### config.mk
export PLATFORM = sky130hd
export DESIGN_NAME = sram_port_arbiter
export DESIGN_NICKNAME = d
export VERILOG_FILES = /design/src/rtl/sram_port_arbiter.sv
export SDC_FILE = /design/constraint.sdc
export NUM_CORES = 1
export LEC_CHECK = 0
export ABC_CLOCK_PERIOD_IN_PS = 2000
export BUFFER_PORTS_ARGS = -buffer_cell sky130_fd_sc_hd__buf_4
export CAP_MARGIN = 10
export CORE_MARGIN = 2
export CORE_UTILIZATION = 47
export CTS_CLUSTER_DIAMETER = 200
export DETAILED_ROUTE_END_ITERATION = 10
export GPL_TIMING_DRIVEN = 0
export PLACE_DENSITY = 0.84
export SETUP_SLACK_MARGIN = 0.2
export SYNTH_ARGS = -nofsm -noshare
export SYNTH_HDL_FRONTEND = slang
export SYNTH_SLANG_ARGS = --single-unit
### constraint.sdc
create_clock -name clk0 -period 2 [get_ports clk0]
set_input_delay 0.4 -clock clk0 [delete_from_list [all_inputs] [get_ports clk0]]
set_output_delay 0.4 -clock clk0 [all_outputs]
set_load 0.03 [all_outputs]
### src/rtl/sram_port_arbiter.sv
// Round-robin arbiter sharing one single-port OpenRAM macro between NUM_REQ requesters.
// Clears the whole array after reset or on clear_start before serving; reads return after 2 cycles.
module sram_port_arbiter #(
  parameter int unsigned           DATA_WIDTH  = 16,
  parameter int unsigned           ADDR_WIDTH  = 4,
  parameter int unsigned           NUM_REQ     = 2,
  parameter logic [DATA_WIDTH-1:0] CLEAR_VALUE = '0
) (
  input  logic                            clk0,
  input  logic                            rst_n,
  input  logic [NUM_REQ-1:0]              req_valid,
  output logic [NUM_REQ-1:0]              req_ready,
  input  logic [NUM_REQ-1:0]              req_we,
  input  logic [NUM_REQ*ADDR_WIDTH-1:0]   req_addr,
  input  logic [NUM_REQ*DATA_WIDTH-1:0]   req_wdata,
  output logic [NUM_REQ-1:0]              rsp_valid,
  output logic [DATA_WIDTH-1:0]           rsp_rdata,
  input  logic                            clear_start,
  output logic                            init_done,
  output logic                            sram_csb0,
  output logic                            sram_web0,
  output logic [ADDR_WIDTH-1:0]           sram_addr0,
  output logic [DATA_WIDTH-1:0]           sram_din0,
  input  logic [DATA_WIDTH-1:0]           sram_dout0
);

  localparam int unsigned IDW = (NUM_REQ > 2) ? 2 : 1;
  localparam int unsigned SW  = IDW + 1;

  typedef enum logic {CLEAR, SERVE} state_t;

  state_t                 state, state_nxt;
  logic [ADDR_WIDTH-1:0]  clr_cnt;
  logic [IDW-1:0]         rr_ptr, ptr_nxt, grant_id, cand;
  logic [IDW:0]           cand_sum, nxt_sum;
  logic [NUM_REQ-1:0]     grant;
  logic                   grant_any;
  logic                   we_sel;
  logic [ADDR_WIDTH-1:0]  addr_sel;
  logic [DATA_WIDTH-1:0]  din_sel;
  logic                   hold_web;
  logic [ADDR_WIDTH-1:0]  hold_addr;
  logic [DATA_WIDTH-1:0]  hold_din;
  logic                   s1_valid;
  logic [IDW-1:0]         s1_id;

  // Cyclic search upward from rr_ptr; first valid requester wins.
  always_comb begin
    grant     = '0;
    grant_id  = '0;
    grant_any = 1'b0;
    we_sel    = 1'b0;
    addr_sel  = '0;
    din_sel   = '0;
    cand_sum  = '0;
    cand      = '0;
    if (rst_n && state == SERVE && !clear_start) begin
      for (int unsigned k = 0; k < NUM_REQ; k++) begin
        cand_sum = {1'b0, rr_ptr} + SW'(k);
        cand     = (cand_sum >= SW'(NUM_REQ)) ? IDW'(cand_sum - SW'(NUM_REQ)) : cand_sum[IDW-1:0];
        if (!grant_any && req_valid[cand]) begin
          grant_any   = 1'b1;
          grant[cand] = 1'b1;
          grant_id    = cand;
          we_sel      = req_we[cand];
          addr_sel    = req_addr[cand*ADDR_WIDTH +: ADDR_WIDTH];
          din_sel     = req_wdata[cand*DATA_WIDTH +: DATA_WIDTH];
        end
      end
    end
  end

  always_comb begin
    nxt_sum = {1'b0, grant_id} + SW'(1);
    ptr_nxt = (nxt_sum >= SW'(NUM_REQ)) ? '0 : nxt_sum[IDW-1:0];
  end

  always_comb begin
    state_nxt = state;
    case (state)
      CLEAR:   if (clr_cnt == '1) state_nxt = SERVE;
      SERVE:   if (clear_start) state_nxt = CLEAR;
      default: state_nxt = CLEAR;
    endcase
  end

  // Idle cycles keep the last web/addr/din on the macro pins.
  always_comb begin
    sram_csb0  = 1'b1;
    sram_web0  = hold_web;
    sram_addr0 = hold_addr;
    sram_din0  = hold_din;
    if (!rst_n) begin
      sram_web0 = 1'b1;
    end else if (state == CLEAR) begin
      sram_csb0  = 1'b0;
      sram_web0  = 1'b0;
      sram_addr0 = clr_cnt;
      sram_din0  = CLEAR_VALUE;
    end else if (grant_any) begin
      sram_csb0  = 1'b0;
      sram_web0  = ~we_sel;
      sram_addr0 = addr_sel;
      sram_din0  = din_sel;
    end
  end

  assign req_ready = grant;
  assign init_done = rst_n && (state == SERVE);

  always_ff @(posedge clk0) begin
    if (!rst_n) begin
      state     <= CLEAR;
      clr_cnt   <= '0;
      rr_ptr    <= '0;
      hold_web  <= 1'b1;
      hold_addr <= '0;
      hold_din  <= '0;
      s1_valid  <= 1'b0;
      s1_id     <= '0;
      rsp_valid <= '0;
      rsp_rdata <= '0;
    end else begin
      state <= state_nxt;
      if (state == CLEAR) clr_cnt <= clr_cnt + 1'b1;
      if (grant_any) rr_ptr <= ptr_nxt;
      if (!sram_csb0) begin
        hold_web  <= sram_web0;
        hold_addr <= sram_addr0;
        hold_din  <= sram_din0;
      end
      // Stage 1: macro latches the read; stage 2: dout captured with the tag.
      s1_valid  <= grant_any && !we_sel;
      s1_id     <= grant_id;
      rsp_valid <= '0;
      if (s1_valid) begin
        rsp_valid[s1_id] <= 1'b1;
        rsp_rdata        <= sram_dout0;
      end
    end
  end

endmodule

==> impl_metrics.py <==
metrics = {
    "run_status": {
        "status": "finished with violations",
        "violations": "negative setup slack",
    },
    "worst_setup_path": {
        "cpPeakStageDelay_ps": 360,
        "start_kind": "flip-flop",
        "cp.arrival_ps": 1810,
        "cp_data_required_time_ps": 1600,
        "end_kind": "primary output",
        "critPathTopFamily": "compound AO/OA/AOI/OAI gates",
        "critPathBufInv": 2,
        "path_cells": "nand2b_4, and2_4, buf_12, a22oi_2, o221ai_4, buf_6",
        "critPathMaxFanout": 10,
        "crit_path_top_delay_cell": "dfxtp_2",
        "worstSetupPathType": "reg -> out",
    },
    "sta": {
        "final.min_clock_period_ps": 2210,
        "fmax_mhz": 453,
        "fin_skew_ps": 11.5,
        "rsz0062_at_grt": "yes",
        "hold_slack_ps": 290,
        "finalHoldViolCount": 0,
        "slew_violations": 0,
        "layout_setup_ws_ps": -207,
        "setup_viol": 22,
        "period_share_pct": 110,
        "worst_pin_slew_ps": 619,
        "relSlewSlack_pct": 58.7,
    },
    "place": {
        "place_congestion": 0.872,
        "port-buffer-count": 104,
        "place_hpwl_um": 5390,
    },
    "power": {
        "peakVddDrop_mv": 0.378,
        "p_leak_nw": 1.64,
        "total_power_mw": 1.92,
        "power.density_nw_per_um2": 441,
    },
    "floorplanning": {
        "rows": 26,
        "start_util_pct": 48.2,
        "dieArea_um2": 5760,
        "coreArea_um2": 5040,
        "fp.dieW_um": 75.9,
        "ioPinCount": 106,
        "die_h_um": 75.9,
    },
    "global_route": {
        "grt_pass1_vias": 2774,
        "track_usage_pct": 30.9,
        "overflow": 0,
        "grt_max_degree": 17,
        "grt_pass1_wl_um": 13300,
        "antenna_found_initial": 0,
    },
    "clock_network": {
        "clk_path_buf_depth": 2,
        "cts.sinks": 47,
        "cts_max_level": 2,
        "cts_root_buffer": "clkbuf_8",
        "cts_tree": "built",
        "insertion_delay_ps": 310,
        "numCtsBuffers": 5,
        "cts.clk_slew.worst_paths_ps": 100,
    },
    "drt": {
        "viasPerCell": 5.85,
        "vias": 2757,
        "antenna_left": 0,
        "firstDrtPassIters": 5,
        "wl_per_cell_um": 20.8,
        "drc_errors": 0,
        "wl_um": 9780,
        "drtIter0Drc": 208,
    },
    "synth": {
        "seq_area_frac_synth_pct": 38.7,
        "synth.top_cells.by_area": "dfxtp_1 (39%), mux2i_1 (7.0%), nor2b_1 (6.4%)",
        "yosys.cell_count.top_type": "dfxtp_1",
        "ys_warn_count": 0,
        "ys.flop_type": "dfxtp_1",
        "synthCells": 266,
        "syn_area_um2": 2430,
        "ys_ff_latch": 47,
        "yosysUniqueCellTypes": 42,
        "synthTopCellsByCount": "dfxtp_1 (47), nor2b_1 (25), inv_1 (21)",
        "synth_nets": 330,
        "async_flop_share_pct": 0,
        "synth_edf_count": 0,
        "synth_top_area_share_pct": 38.7,
        "yosys.area.top_type": "dfxtp_1",
        "syn_avg_cell_area_um2": 9.13,
    },
    "cells_and_area": {
        "drive_gt1_share_pct": 55.9,
        "post-route-util_pct": 86.5,
        "syn2layout_area_growth_pct": 79.6,
        "diodes": 0,
        "nNetsFinal": 464,
    },
    "job": {
        "maxCapViolCount": 0,
    },
    "min_path": {
        "min_path_type": "in -> reg",
    },
}
## repair_timing
action | 4_1_cts | 5_1_grt
buffers inserted | 14 | 5
hold buffers | 0 | 0
pin swaps | 11 | 6
endpoints found under the setup margin | 24 | 24
resized for setup | 91 | 17
cloned | 3 | 1
## worst reg2reg max path, cell delays in order (launching register included)
cell	delay (ps)
dfxtp_4	380
nand3b_4	70
or2_1	230
buf_6	140
buf_8	140
buf_12	140
buf_4	130
a221o_1	300
## logic make-up after synthesis
group	share of synthesized area, %
simple gates	19.4
compound gates	24.4
flops	38.7
buf+inv	8.86
mux	7.01
xor+xnor	1.08
fa+ha+maj	0.515
## final timing paths
check,startpoint,end,slack (ps),depth (start not counted)
hold reg to reg,s1_id$_SDFF_PN0_,rsp_valid[0]$_SDFF_PN0_,410,1
setup / recovery,rr_ptr$_SDFFE_PN0N_,sram_din0[7],-210,6
setup reg to reg,state$_SDFF_PN0_,hold_addr[1]$_SDFFE_PN0N_,360,7
hold / removal,req_we[0],s1_valid$_SDFF_PN0_,290,2
## registers in the layout, summed over array words and instances, names as in the netlist
register	count
clr_cnt	4
rr_ptr	1
rsp_rdata	16
hold_addr	4
hold_din	16
rsp_valid	2
s1_id	1
state	1
hold_web	1
s1_valid	1
## power breakdown
group	internal (mW)	total, mW	switching [mW]
Combinational	0.185	0.355	0.170
Sequential	0.943	0.956	0.0125
Clock	0.251	0.613	0.362
Total	1.38	1.92	0.545
## per-stage QoR
stage / setup TNS [ps] / instance area, um2 / instances / worst slack [ps]
after floorplan: 0 / 2680 / 266 / 137
after global placement: -1880 / 3540 / 440 / -135
after detailed placement: -2040 / 3540 / 440 / -156
after CTS: -1730 / 4230 / 465 / -119
after global routing: -3680 / 4360 / 471 / -266
final: -2830 / 4360 / 471 / -207
## layout make-up
cell class              count  area [um2]
multi-input cells         174        1780
repair buffers            127        1140
flip-flops and latches     47         946
fillers                   249         681
plain buffers              24         234
well taps                  70        87.6
inverters                  21        78.8
clock buffers               5        68.8
clock inverters             3        25.0
## cells in the final DEF (no fill, tap or decap), types with 3 or more instances in the layout
master	count
buf_4	100
dfxtp_1	45
buf_6	27
nor2b_1	23
inv_1	21
nor2_1	18
a22oi_2	17
mux2i_1	17
o221ai_4	16
a211oi_1	16
nand3_2	10
buf_2	6
nand2_1	6
nand3_4	6
buf_12	5
clkbuf_8	5
nand3_1	4
buf_8	3
clkbuf_1	3
clkbuf_4	3
nand4_1	3
and2_1	3
buf_16	3
## routing by layer
metal  track usage, %  vias to the layer above  part of all wire (%)
met5                0                        -                     0
met4             16.0                        0                   3.0
met3             7.14                       27                   7.9
met2             52.2                      159                    51
met1             36.5                     1335                    38
li1                 -                     1236                     -
(Power assumes the default switching activity.)
